### config.mk
export PLATFORM = sky130hd
export DESIGN_NAME = dds_sweep_ctrl
export DESIGN_NICKNAME = d
export VERILOG_FILES = /design/src/rtl/dds_pkg.sv /design/src/rtl/dds_sweep_step.sv /design/src/rtl/dds_sweep_ctrl.sv
export SDC_FILE = /design/constraint.sdc
export NUM_CORES = 1
export LEC_CHECK = 0
export CAP_MARGIN = 10
export CORE_UTILIZATION = 60
export DETAILED_ROUTE_END_ITERATION = 10
export PLACE_DENSITY = 0.92
export SETUP_SLACK_MARGIN = 0.4
export SYNTH_ARGS = -nofsm -noshare
export SYNTH_HDL_FRONTEND = slang
export SYNTH_SLANG_ARGS = --single-unit
### constraint.sdc
create_clock -name clk_dds -period 12.15 [get_ports clk_dds]
set_input_delay 2.43 -clock clk_dds [delete_from_list [all_inputs] [get_ports clk_dds]]
set_output_delay 2.43 -clock clk_dds [all_outputs]
set_load 0.01 [all_outputs]
### src/rtl/dds_pkg.sv
// Shared DDS definitions: sweep FSM states, default widths and the tuning
// word type used by both the sweep controller and the DDS core.
// The DOWN state only exists when DDS_SWEEP_TRIANGLE_EN is defined.
package dds_pkg;

  localparam int FTW_W   = 32;
  localparam int DWELL_W = 16;

  typedef logic [FTW_W-1:0] ftw_t;

  typedef enum logic [2:0] {
    ST_IDLE,
    ST_LOAD,
    ST_DWELL,
    ST_STEP,
    ST_FIN
`ifdef DDS_SWEEP_TRIANGLE_EN
    , ST_DOWN
`endif
  } state_e;

endpackage

### src/rtl/dds_sweep_step.sv
// One sweep step: saturating add (DOWN=0) or subtract (DOWN=1) of the step
// size, clamped to a limit, with a flag marking the clamped point as last.
// Arithmetic is one bit wider so a carry or borrow counts as crossing the limit.
module dds_sweep_step
  import dds_pkg::*;
#(
  parameter int W    = FTW_W,
  parameter bit DOWN = 1'b0
) (
  input  logic [W-1:0] cur,
  input  logic [W-1:0] step,
  input  logic [W-1:0] limit,
  output logic [W-1:0] nxt,
  output logic         last
);

  logic [W:0] acc;

  generate
    if (DOWN) begin : g_down
      // A borrow means we went below zero, which is below any limit
      always_comb begin
        acc  = {1'b0, cur} - {1'b0, step};
        last = acc[W] || (acc[W-1:0] <= limit);
      end
    end else begin : g_up
      // A carry means we went past the top of the range, above any limit
      always_comb begin
        acc  = {1'b0, cur} + {1'b0, step};
        last = (acc >= {1'b0, limit});
      end
    end
  endgenerate

  assign nxt = last ? limit : acc[W-1:0];

endmodule

### src/rtl/dds_sweep_ctrl.sv
// Frequency-sweep sequencer: latches a sweep configuration on start and walks
// the DDS tuning word from f_start to f_stop in f_step increments, holding
// each point for max(dwell,1)+1 cycles. All outputs are registered.
// Define DDS_SWEEP_TRIANGLE_EN to add a DOWN phase back to f_start.
module dds_sweep_ctrl
  import dds_pkg::*;
#(
  parameter int FTW_W   = dds_pkg::FTW_W,
  parameter int DWELL_W = dds_pkg::DWELL_W
) (
  input  logic               clk_dds,
  input  logic               rst,
  input  logic               start,
  input  logic               abort,
  input  logic [FTW_W-1:0]   f_start,
  input  logic [FTW_W-1:0]   f_stop,
  input  logic [FTW_W-1:0]   f_step,
  input  logic [DWELL_W-1:0] dwell,
  output logic [FTW_W-1:0]   ftw,
  output logic               ftw_vld,
  output logic               phase_rst,
  output logic               busy,
  output logic               done
);

  state_e               state;

  // Configuration captured at start; the live inputs may change mid-sweep
  logic [FTW_W-1:0]     sh_start;
  logic [FTW_W-1:0]     sh_stop;
  logic [FTW_W-1:0]     sh_step;
  logic [DWELL_W-1:0]   sh_dwell;

  logic [DWELL_W-1:0]   cnt;
  logic [DWELL_W-1:0]   reload;
  logic                 last_pt;
  logic                 degen;

  logic [FTW_W-1:0]     up_nxt;
  logic                 up_last;

`ifdef DDS_SWEEP_TRIANGLE_EN
  logic                 down_ph;
  logic [FTW_W-1:0]     dn_nxt;
  logic                 dn_last;
`endif

  // A dwell of zero still holds each point for one dwell cycle
  assign reload = (sh_dwell == '0) ? DWELL_W'(1) : sh_dwell;

  // Zero step or an empty/inverted range collapses to the single point f_start
  assign degen  = (sh_step == '0) || (sh_start >= sh_stop);

  dds_sweep_step #(
    .W    (FTW_W),
    .DOWN (1'b0)
  ) u_up (
    .cur   (ftw),
    .step  (sh_step),
    .limit (sh_stop),
    .nxt   (up_nxt),
    .last  (up_last)
  );

`ifdef DDS_SWEEP_TRIANGLE_EN
  dds_sweep_step #(
    .W    (FTW_W),
    .DOWN (1'b1)
  ) u_dn (
    .cur   (ftw),
    .step  (sh_step),
    .limit (sh_start),
    .nxt   (dn_nxt),
    .last  (dn_last)
  );
`endif

  // Sweep FSM with shadow registers, dwell counter and registered outputs
  always_ff @(posedge clk_dds or posedge rst) begin
    if (rst) begin
      state     <= ST_IDLE;
      sh_start  <= '0;
      sh_stop   <= '0;
      sh_step   <= '0;
      sh_dwell  <= '0;
      cnt       <= '0;
      last_pt   <= 1'b0;
      ftw       <= '0;
      ftw_vld   <= 1'b0;
      phase_rst <= 1'b0;
      busy      <= 1'b0;
      done      <= 1'b0;
`ifdef DDS_SWEEP_TRIANGLE_EN
      down_ph   <= 1'b0;
`endif
    end else begin
      ftw_vld   <= 1'b0;
      phase_rst <= 1'b0;
      done      <= 1'b0;
      if (abort && (state != ST_IDLE)) begin
        // Stop where we are: ftw keeps its value, no done
        state <= ST_IDLE;
        busy  <= 1'b0;
      end else begin
        case (state)
          ST_IDLE: begin
            if (start && !abort) begin
              sh_start <= f_start;
              sh_stop  <= f_stop;
              sh_step  <= f_step;
              sh_dwell <= dwell;
              state    <= ST_LOAD;
            end
          end
          ST_LOAD: begin
            ftw       <= sh_start;
            ftw_vld   <= 1'b1;
            phase_rst <= 1'b1;
            busy      <= 1'b1;
            cnt       <= reload;
            last_pt   <= degen;
`ifdef DDS_SWEEP_TRIANGLE_EN
            // A single-point sweep has no turnaround, treat it as already down
            down_ph   <= degen;
`endif
            state     <= ST_DWELL;
          end
          ST_DWELL: begin
            cnt <= cnt - DWELL_W'(1);
            if (cnt == DWELL_W'(1)) begin
              if (last_pt) begin
`ifdef DDS_SWEEP_TRIANGLE_EN
                if (!down_ph) begin
                  state <= ST_DOWN;
                end else begin
                  state <= ST_FIN;
                  busy  <= 1'b0;
                  done  <= 1'b1;
                end
`else
                state <= ST_FIN;
                busy  <= 1'b0;
                done  <= 1'b1;
`endif
              end else begin
`ifdef DDS_SWEEP_TRIANGLE_EN
                state <= down_ph ? ST_DOWN : ST_STEP;
`else
                state <= ST_STEP;
`endif
              end
            end
          end
          ST_STEP: begin
            ftw     <= up_nxt;
            last_pt <= up_last;
            ftw_vld <= 1'b1;
            cnt     <= reload;
            state   <= ST_DWELL;
          end
`ifdef DDS_SWEEP_TRIANGLE_EN
          ST_DOWN: begin
            ftw     <= dn_nxt;
            last_pt <= dn_last;
            down_ph <= 1'b1;
            ftw_vld <= 1'b1;
            cnt     <= reload;
            state   <= ST_DWELL;
          end
`endif
          ST_FIN: begin
            state <= ST_IDLE;
          end
          default: begin
            state <= ST_IDLE;
            busy  <= 1'b0;
          end
        endcase
      end
    end
  end

endmodule

# --- Word-level counts from Yosys, hierarchy flattened ---
# Cells that the tools add are included.
word_totals:
  ff_bits: 168
  latch_bits: 0
  mem_bits_rw: 0
  mem_bits_ro: 0
  elab_cells: 65
  mem_count: 0
op_classes:
  add_sub_neg: 2
  n_mul: 0
  n_div: 0
  magnitude_cmp: 2
  n_eq_ne: 9
  shifts: 0
  mux: 22
  bitwise_logic: 1
  reduce_logical: 17
op_table:
  columns: ["op", "count"]
  rows:
  - ["$pmux 32 s2", 1]
  - ["$add 32x32->33", 1]
  - ["$ge 33x32->1", 1]
  - ["$ge 32x32->1", 1]
  - ["$logic_not 32->1", 1]
  - ["$mux 32", 1]
  - ["$pmux 16 s2", 1]
  - ["$eq 16x1->1 const B", 1]
  - ["$logic_not 16->1", 1]
  - ["$mux 16", 1]
  - ["$sub 16x1->16 const B", 1]
  - ["$mux 3", 4]
  - ["$mux 1", 11]
  - ["$ne 3x3->1 const B", 3]
  - ["$pmux 3 s3", 1]
  - ["$eq 3x2->1 const B", 2]
  - ["$reduce_and 2->1", 3]
  - ["$reduce_and 3->1", 2]
  - ["$reduce_bool 2->1", 2]
  - ["$eq 3x1->1 const B", 1]
  - ["$eq 3x3->1 const B", 1]
  - ["$logic_not 3->1", 1]
  - ["$pmux 1 s3", 1]
  - ["$reduce_bool 3->1", 1]
  - ["other kinds (8)", 9]

# --- Longest topological paths before layout ---
logic_depth:
  word_depth: 5
  mapped_depth: 22
  depth_no_buf: 19

# --- Cells and area by module ---
# A second synthesis with hierarchy kept.
hier_totals:
  cells_unflattened: 1036
  area_unflattened_um2: 10749.1
by_module_without_submodules:
  columns: ["mod", "instances", "cells_per_inst", "area_per_inst_um2", "seq_area_each_um2"]
  rows:
  - ["dds_sweep_ctrl", 1, 664, 7823.8, 4204.0]
  - ["dds_sweep_step", 1, 372, 2925.3, 0.0]

# --- Least setup slack after synthesis ---
# OpenSTA, ideal clock, no wires.
synth_path:
  path_type: "register to register"
  startpoint: "register ftw[0]"
  endpoint: "register ftw[29]"
  setup_ns: 0.118
  arrival_time_ns: 4.398
  required_ns: 12.032
  setup_slack_ns: 7.634
  stages_incl_launch_ff: 20
  synth_period_minus_slack_ns: 4.516
  path_cell_list: "dfrtp_1 -> ha_1 -> fa_1 -> a211oi_1 -> o21ai_1 -> nand4b_1 -> a31oi_1 -> and2_1 -> a221o_1 -> a21oi_1 -> xnor2_1 -> ha_1 -> a21o_1 -> a2111oi_0 -> o21ai_0 -> or4_4 -> nor2b_4 -> buf_6 -> a221o_1 -> a21o_1"
synth_between:
  elab_chain_cells: 4
synth_rtl:
  columns: ["element", "line_no", "text"]
  rows:
  - ["start, declared", "dds_sweep_ctrl.sv:19", "output logic [FTW_W-1:0] ftw,"]
  - ["start signal, assigned", "dds_sweep_ctrl.sv:116", "ftw <= sh_start;"]
  - ["start signal, assigned", "dds_sweep_ctrl.sv:155", "ftw <= up_nxt;"]
  - ["$add 32x32->33 (*)", "dds_sweep_step.sv:29", "acc = {1'b0, cur} + {1'b0, step};"]
  - ["$ge 33x32->1", "dds_sweep_step.sv:30", "last = (acc >= {1'b0, limit});"]
  - ["$mux 32 (*)", "dds_sweep_step.sv:35", "assign nxt = last ? limit : acc[W-1:0];"]
  - ["$pmux 32 s2 (*)", "dds_sweep_ctrl.sv:105", "case (state)"]
# Every way passes the cells marked *; elsewhere a longest branch is shown, timed or not.
# A chain may end at the register's enable or synchronous reset.

# --- Worst setup path after layout ---
layout_path:
  startpoint: "input port abort"
  endpoint: "register ftw[23]"
layout_between:
  elab_chain_cells: 3
layout_rtl:
  columns: ["element", "line_no", "text"]
  rows:
  - ["start, declared", "dds_sweep_ctrl.sv:14", "input logic abort,"]
  - ["$logic_and 1x1->1", "dds_sweep_ctrl.sv:100", "if (abort && (state != ST_IDLE)) begin"]
  - ["$not 1->1 (no source line)", null, null]
  - ["$reduce_and 2->1 (no source line)", null, null]
# No other way between the ends.

==> flow_summary.yaml <==
cts:
  cts_tree: "built"
  cts-htree-levels: 4
  clock_sinks: 168
  cts_made_buffers: 17
  clk_latency_ns: 0.45
  clk_pin_slew_ns: 0.07
  cts_setup_buffers: 0
  clockBufferDepth: 2
  cts_hold_buf: 0
  clockRootBuffer: "clkbuf_16"
  post_cts_resized: 0
cells_and_area:
  syn_to_final_growth_pct: 22.3
  finalNetCount: 1363
  final_common_cell: "dfrtp_1"
  drive_above_1_share: 0.139
  fillers: 1056
  diodes: 0
  final_cell_mix: "dfrtp_1 (168), clkdlybuf4s50_1 (151), mux2_2 (112)"
die:
  die-height_um: 133
  rows: 47
  dieArea_sq_mm: 0.0178
  die_x_um: 133
  io_pins: 152
  core-area_sq_mm: 0.0168
  start_util: 0.619
critical_path:
  critPathMaxFanout: 62
  critPathSlowestCell: "nand2_1"
  cp.required_ns: 12.48
  crit_top_cell: "nor2_1"
  crit_path_max_incr_delay_ns: 0.88
  end_kind: "flop"
  r2r_end: "ftw[31]$_DFFE_PP0P_"
  worstPathArrival_ns: 5.87
  reg2reg_slack_ns: 6.75
  r2r_cells: 19
  crit-reg2reg-launch: "ftw[8]$_DFFE_PP0P_"
  start_kind: "input pin"
  worst-setup-path-type: "in2reg"
  crit_chain: "clkdlybuf4s50_1 > nor2_1 > nand2_2 > buf_4 > clkinv_1 > nand2_1 > nor2_1 > a221o_1"
synth:
  synth_top_family_by_area: "compound AO/OA/AOI/OAI gates"
  synth_simple_gate_area_frac: 0.125
  synth-adder-area-share: 0.120
  post_synth.cell_area_avg_sq_um: 10.3
  synth_xor_area_frac: 0.0245
  synth_cell_types: 57
  synthArstFlopShare: 1.00
  muxShareOfSynthArea: 0.145
  ys.flop_type: "dfrtp_1"
  synth-compound-area-share: 0.149
  yosysSeqAreaShare: 0.405
  syn_area_sq_mm: 0.0104
  synth_edf_count: 0
  ys_ff_latch: 168
  syn_nets: 1226
  syn_inst: 1011
  yosys_warnings: 0
sta:
  setup_viol: 0
  finalClockSkew_ns: 0.00949
  final-hold-violation-count: 0
  min_period_ns: 5.54
  drv_slew: 0
  layout_setup_ws_ns: 6.61
  fin_crit_sh: 0.456
  timing.fmax_mhz: 181
  whs_ns: 0.504
  rsz0062_at_grt: "no"
  slew_headroom: 0.197
  tns_ns: 0
  worst_slew_pin_slew_ns: 1.20
drt:
  ant_nets: 0
  wire_per_inst_um: 20.3
  routed_wl_um: 28100
  route.vias.total: 8836
  firstDrtPassIters: 5
  viasPerCell: 6.40
  drt-initial-drc-count: 866
  drc: 0
run:
  drv_cap: 0
worst_hold_path:
  min_path_type: "reg2reg"
  holdCritStartpoint: "cnt[11]$_DFFE_PP0P_"
  hold-path-endpoint: "cnt[11]$_DFFE_PP0P_"
  min_path_cells: 2
global_routing:
  grt_pass1_vias: 8916
  gr-total-overflow: 0
  gr-usage-all-layers: 0.330
  grt_max_degree: 93
  grt_pass1_wl_um: 45500
  antenna_found_initial: 0
place:
  dp_hpwl_um: 20100
  port_buffers: 151
  place.gp.congestion: 0.916
  pre_cts_slack_ns: 6.33
outcome:
  outcome: "finished clean"
power_and_ir_drop:
  power.leakage_nw: 5.58
  p_per_area_mw_per_mm2: 251
  irDropWorstVdd_mv: 0.147
-- cell usage after synthesis (3+ instances only) --
library cell  instances  area [sq um]
nand4b_1              3          26.3
ha_1                 98          1230
a21boi_0              3          22.5
a41oi_1               3          26.3
buf_1                 4          15.0
xor2_1                9          78.8
nand2b_1             10          62.6
a21o_1               17           128
and4_1                4          35.0
a22oi_1               5          37.5
mux2i_1              24           240
nand2_1              59           221
a211o_1               3          26.3
a31oi_1               8          50.1
nand4_1              10          62.6
nor3_1               17          85.1
nor3b_1              26           195
nor4_1               20           125
o21bai_1              7          52.6
o22ai_1               4          25.0
a221o_1               8          80.1
o21a_1                6          45.0
nor2b_1              10          62.6
inv_1                42           158
or2_2                 6          37.5
a211oi_1              4          30.0
dfrtp_1             168          4200
nand3b_1              7          52.6
nor2_1               43           161
and2_1                3          18.8
o211ai_1              4          30.0
mux2_2              112          1260
xnor2_1              20           175
or3_1                 4          25.0
a2111oi_0             4          35.0
o21ai_0              69           345
a21oi_1              98           490
clkbuf_1             29           109
nand3_1              14          70.1
-- kinds of logic after synthesis --
family	after synthesis
AO/OA/AOI/OAI	256
AND/OR/NAND/NOR	242
flip-flops	168
multiplexers	136
adder cells (fa/ha/maj)	99
buffers and inverters	81
XOR/XNOR	29
-- stage by stage --
stage               instance area, sq um  utilization  total power [mW]  std cells
floorplan                          10400            -              2.05       1011
global placement                   12100        0.719              2.46       1349
detailed placement                 12100        0.719              2.54       1349
CTS                                12700        0.757              3.16       1381
global route                       12700        0.757              3.39       1381
finish                             12700        0.757              3.18       1381
-- critical path: cells and delay by family --
kind,cells,cell delay (ns)
buf+inv,3,1.55
compound gates,1,0.41
simple gates,4,1.46
-- layer usage --
layer | vias to the layer above | global-route usage | wire (um) | share of wire
met4 | 0 | 0.143 | 870 | 0.031
li1 | 4001 | - | - | -
met3 | 76 | 0.0734 | 2270 | 0.081
met2 | 444 | 0.537 | 13500 | 0.48
met5 | - | 0 | 0 | 0
met1 | 4315 | 0.424 | 11400 | 0.41
-- state kept, by name (all words and copies together), names as in the netlist --
name	cells
busy	1
ftw	32
sh_step	32
phase_rst	1
sh_stop	32
last_pt	1
state	3
ftw_vld	1
sh_start	32
done	1
sh_dwell	16
cnt	16
-- power breakdown --
part / total (mW) / leakage (nW) / switching, mW / internal, mW
Sequential: 0.903 / 2.02 / 0.186 / 0.717
Combinational: 1.70 / 3.25 / 0.916 / 0.779
Clock: 0.586 / 0.308 / 0.254 / 0.332
-- final cells by class --
type,instances,area (sq um),share of cell area
timing repair buffer,156,1550,0.122
inverter,43,166,0.0131
clock inverter,15,210,0.0166
tap,220,275,0.0217
sequential,168,4200,0.331
multi-input combinational,762,5860,0.462
clock buffer,17,425,0.0335
-- worst max-delay path by stage --
stage,from,endpoint,slack (ns)
after floorplan,rst,busy$_DFFE_PP0P_,5.17
after global placement,abort,ftw[23]$_DFFE_PP0P_,6.52
after detailed placement,abort,ftw[23]$_DFFE_PP0P_,6.33
after CTS,abort,ftw[23]$_DFFE_PP0P_,6.75
after global routing,ftw[8]$_DFFE_PP0P_,ftw[31]$_DFFE_PP0P_,6.41
final,abort,ftw[23]$_DFFE_PP0P_,6.61
Power figures use the tool's default switching activity.
